File: src/rtl/uart_autobaud_ctrl.sv
// Auto-baud controller: measures the start-bit width of a sync character on RX,
// classifies it into one of four rate codes and enables the UART RX once locked.
module uart_autobaud_ctrl #(
  parameter int unsigned BIT0         = 10417,
  parameter int unsigned BIT1         = 5208,
  parameter int unsigned BIT2         = 1736,
  parameter int unsigned BIT3         = 868,
  parameter int unsigned IDLE_CYC     = 20000,
  parameter logic [1:0]  DEFAULT_RATE = 2'd0
) (
  input  logic        clk,
  input  logic        reset,
  input  logic        RX,
  input  logic        iRelock,
  output logic [1:0]  oRate,
  output logic        oLocked,
  output logic        oRxEn,
  output logic        oErr,
  output logic [15:0] oMeasure
);

  localparam int unsigned Lo0 = BIT0 - (BIT0 >> 3);
  localparam int unsigned Hi0 = BIT0 + (BIT0 >> 3);
  localparam int unsigned Lo1 = BIT1 - (BIT1 >> 3);
  localparam int unsigned Hi1 = BIT1 + (BIT1 >> 3);
  localparam int unsigned Lo2 = BIT2 - (BIT2 >> 3);
  localparam int unsigned Hi2 = BIT2 + (BIT2 >> 3);
  localparam int unsigned Lo3 = BIT3 - (BIT3 >> 3);
  localparam int unsigned Hi3 = BIT3 + (BIT3 >> 3);

  typedef enum logic [2:0] {
    StIdleWait,
    StArmed,
    StMeasure,
    StClassify,
    StErr,
    StLocked
  } state_e;

  state_e      state_q, state_d;
  logic        rx_meta_q, srx_q;
  logic [31:0] idle_q, idle_d;
  logic [15:0] cnt_q, cnt_d;
  logic [31:0] cnt_w;
  logic [1:0]  rate_q, rate_d;
  logic        locked_q, locked_d;
  logic        err_q, err_d;
  logic [15:0] meas_q, meas_d;
  logic        match;
  logic [1:0]  match_code;

  // Idle-high synchronizer so reset never looks like a start bit.
  always_ff @(posedge clk or posedge reset) begin
    if (reset) begin
      rx_meta_q <= 1'b1;
      srx_q     <= 1'b1;
    end else begin
      rx_meta_q <= RX;
      srx_q     <= rx_meta_q;
    end
  end

  assign cnt_w = {16'd0, cnt_q};

  always_comb begin
    match      = 1'b1;
    match_code = 2'd0;
    if (cnt_w >= Lo0 && cnt_w <= Hi0) begin
      match_code = 2'd0;
    end else if (cnt_w >= Lo1 && cnt_w <= Hi1) begin
      match_code = 2'd1;
    end else if (cnt_w >= Lo2 && cnt_w <= Hi2) begin
      match_code = 2'd2;
    end else if (cnt_w >= Lo3 && cnt_w <= Hi3) begin
      match_code = 2'd3;
    end else begin
      match = 1'b0;
    end
  end

  always_ff @(posedge clk or posedge reset) begin
    if (reset) begin
      state_q <= StIdleWait;
    end else begin
      state_q <= state_d;
    end
  end

  always_comb begin
    state_d = state_q;
    unique case (state_q)
      StIdleWait: if (idle_q == IDLE_CYC) state_d = StArmed;
      StArmed:    if (!srx_q) state_d = StMeasure;
      StMeasure: begin
        // A line held low long enough to saturate is a break, not a start bit.
        if (cnt_q == 16'hFFFF) begin
          state_d = StErr;
        end else if (srx_q) begin
          state_d = StClassify;
        end
      end
      StClassify: state_d = match ? StLocked : StErr;
      StErr:      state_d = StIdleWait;
      StLocked:   if (iRelock) state_d = StIdleWait;
      default:    state_d = StIdleWait;
    endcase
  end

  always_comb begin
    idle_d   = 32'd0;
    cnt_d    = cnt_q;
    rate_d   = rate_q;
    meas_d   = meas_q;
    locked_d = (state_d == StLocked);
    err_d    = (state_d == StErr);
    if (state_q == StIdleWait && srx_q && idle_q != IDLE_CYC) begin
      idle_d = idle_q + 32'd1;
    end
    if (state_q == StArmed && !srx_q) begin
      cnt_d = 16'd1;
    end else if (state_q == StMeasure && !srx_q && cnt_q != 16'hFFFF) begin
      cnt_d = cnt_q + 16'd1;
    end
    if (state_q == StClassify) begin
      meas_d = cnt_q;
      if (match) rate_d = match_code;
    end
  end

  always_ff @(posedge clk or posedge reset) begin
    if (reset) begin
      idle_q   <= 32'd0;
      cnt_q    <= 16'd0;
      rate_q   <= DEFAULT_RATE;
      locked_q <= 1'b0;
      err_q    <= 1'b0;
      meas_q   <= 16'd0;
    end else begin
      idle_q   <= idle_d;
      cnt_q    <= cnt_d;
      rate_q   <= rate_d;
      locked_q <= locked_d;
      err_q    <= err_d;
      meas_q   <= meas_d;
    end
  end

  assign oRate    = rate_q;
  assign oLocked  = locked_q;
  assign oRxEn    = locked_q;
  assign oErr     = err_q;
  assign oMeasure = meas_q;

endmodule

File: config.mk
export PLATFORM = sky130hd
export DESIGN_NAME = uart_autobaud_ctrl
export DESIGN_NICKNAME = d
export VERILOG_FILES = /design/src/rtl/uart_autobaud_ctrl.sv
export SDC_FILE = /design/constraint.sdc
export NUM_CORES = 1
export LEC_CHECK = 0
export CORE_MARGIN = 3
export CORE_UTILIZATION = 50
export DETAILED_ROUTE_END_ITERATION = 10
export GPL_TIMING_DRIVEN = 0
export PLACE_DENSITY = 0.75
export RECOVER_POWER = 100
export SLEW_MARGIN = 20
export SYNTH_ARGS = -nofsm -noshare
export SYNTH_HDL_FRONTEND = slang
export SYNTH_SLANG_ARGS = --single-unit
File: constraint.sdc
create_clock -name clk -period 6.23 [get_ports clk]
set_input_delay 1.246 -clock clk [delete_from_list [all_inputs] [get_ports clk]]
set_output_delay 1.246 -clock clk [all_outputs]
set_load 0.01 [all_outputs]
==> impl_results.md <==
* Synthesis Warnings at 0
* Final setup margin at 3.56 ns
* Top-count cell post-synth: dfrtp_1
* R2r startpoint: cnt_q[11]
* First-pass GRT wire length at 13400 um
* Flops & latches, synth at 73
* Area leader, netlist: dfrtp_1
* Seq/Total Area, Yosys at 48.0%
* Cells after Synth at 388
* Critical path peak fanout at 2
* Residual DRC count at 0
* Final hold vios at 0
* Critical path buffers and inverters at 2
* Crit path cell chain: buf_4, dlygate4sd3_1
* Area contributors post-synth: dfrtp_1, nor2_1, xor2_1, mux2_2, xnor2_1
* Clk_skew at 0.00890 ns
* Critical Path Max Stage Delay at 0.59 ns
* Worst Hold Class: reg -> reg
* Total leakage power at 0.00194 uW
* Core area at 0.00733 sq mm
* Pins over their slew limit at 0
* Fin area at 0.00441 sq mm
* GPL Wtd Cong at 0.893
* Routed len/inst at 14.8 um
* Number of diodes at 0
* Max-slew headroom at 46.9%
* Worst Setup SP: oLocked
* Routed vias/inst at 5.70
* CTS Hold Bufs at 0
* Hold path startpoint: rx_meta_q
* Setup crit start kind: register
* Row count at 31
* Post-synth EDFFs at 0
* Slew @ Worst Pin at 0.792 ns
* Post-synth top flop: dfrtp_1
* Placed cell area at 0.00421 sq mm
* Clock sinks at 73
* Synth cell count leaders: dfrtp_1, nor2_1, xor2_1
* Yosys cell types at 53
* Crit-path slowest cell: dlygate4sd3_1
* Initial core utilization at 52.0%
* CTS tree: yes
* Crit. path cell count at 2
* Max Root-Sink Buffers at 2
* Initial DRC Count at 289
* Synthesized area at 0.00381 sq mm
* Peak supply drop at 0.137 mV
* Die Wd at 93.3 um
* Largest net degree at the start of global routing at 59
* Critical Path End: oRxEn
* GRT Total Usage at 19.2%
* Synth top area share at 46.6%
* Htree depth at 3
* Initial antenna violation count at 0
* Clock transition at the registers of the reported paths at 0.07 ns
* WS Path Type: reg -> out
* I/O pin count at 25
* Nets at 433
* Num CTS Buffers at 9
* Die Y at 93.3 um
* PD cells at 269 mW/mm^2
* Post-synth net total at 397
* Routed Antenna Nets at 0
* Setup_tns at 0 ns
* Crit path arrival time at 1.43 ns
* R2R Setup Slk at 3.78 ns
* Overflow after GRT at 0
* Die area at 0.00871 sq mm
* Syn Area/Cell at 9.82 sq um
* Port Buf Inserts at 24
* Root buf cell: clkbuf_8
* Post-CTS Setup Inserts at 0
* Worst slack at placement at 3.90 ns
* CP endpoint kind: output pin
* RSZ-0062 raised after global routing: false
* Post-cts gate resize count at 0
* Critical path data required time at 4.98 ns
* Post-synth ARST share at 100%
* Routed WL at 7840 um
* Final period util at 42.9%
* Share of cells above drive strength 1 at 11.4%
* DRT Pass-1 Iters at 5
* Critical R2R Capture: cnt_q[4]
* Status: finished clean
* Worst-Skew Late Latency at 0.34 ns
* DPL Wire Length at 5450 um
* Max-Cap Viols at 0
* Vias in the first global route at 2857
* Vias at 3012
* Tmin final at 2.67 ns
* Hold_ws at 0.363 ns
* R2R cell count at 8
* Area grow syn2layout at 15.7%
* Crit-path leading delay family: buffers and inverters
* Final setup violating endpoints at 0
* Max frequency at 374 MHz
==> placed cells by master, fill, tap and decap left out, drive strengths merged, types with 5 or more instances in the layout <==
| cell | n |
|---|---|
| dfrtp | 71 |
| nor2 | 63 |
| clkbuf | 30 |
| xor2 | 26 |
| dlygate4sd3 | 24 |
| nand2 | 23 |
| nand3 | 22 |
| o21ai | 14 |
| xnor2 | 14 |
| mux2 | 14 |
| nor3 | 12 |
| inv | 8 |
| nand4 | 8 |
| nor4 | 8 |
| and4 | 8 |
| a21oi | 6 |
| nand2b | 5 |
| or4 | 5 |
| a31oi | 5 |
| o2111ai | 5 |
| ha | 5 |
| and3 | 5 |
==> per-layer routing <==
layer	vias to the layer above	track usage [%]	part of all wire (%)	wire length, um
met4	0	7.94	2.1	165
met3	12	2.82	6.1	480
met1	1440	29.0	48	3790
met2	125	27.5	43	3400
li1	1435	-	-	-
met5	-	0	0	0
==> registers in the layout, summed over array words and instances (netlist names) <==
name       flops
idle_q        32
cnt_q         16
oMeasure      16
state_q        3
oRate          2
oErr           1
oLocked        1
rx_meta_q      1
srx_q          1
==> area by class of cell <==
type | count | area [sq um]
Sequential cell | 73 | 1830
Fill cell | 629 | 2920
Timing Repair Buffer | 25 | 268
Tap cell | 99 | 124
Multi-Input combinational cell | 284 | 1840
Buffer | 22 | 88.8
Clock inverter | 5 | 77.6
Clock buffer | 11 | 151
Inverter | 9 | 35.0
==> worst min-delay path by stage <==
stage / end / cells after the start / slack [ns]
2_1_floorplan: srx_q / 0 / 0.35
3_3_place_gp: srx_q / 0 / 0.35
3_5_place_dp: srx_q / 0 / 0.35
4_1_cts: srx_q / 0 / 0.36
5_1_grt: srx_q / 0 / 0.37
6_report: srx_q / 0 / 0.36
==> cell families after synthesis <==
kind of cell | synth area share (%)
AOI/OAI and AO/OA | 9.32
xor gates and xnor gates | 9.19
adders and majority gates | 1.64
DFF | 48.0
buffers and inverters | 3.74
muxes | 4.14
and+or+nand+nor | 24.0
==> stage by stage <==
step / util (%) / std cells / power (uW)
finish: 60.1 / 528 / 1180
global placement: 57.0 / 511 / 777
CTS: 60.5 / 528 / 1210
global route: 60.1 / 528 / 1250
detailed placement: 57.4 / 512 / 786
floorplan: - / 388 / 707
==> power breakdown <==
part	leakage [uW]	internal, uW	switching [uW]	total [uW]
sequential	0.00100	505	33.1	538
clock	0.000115	246	173	419
combinational	0.000822	77.1	150	227
Power figures use the tool's default switching activity.
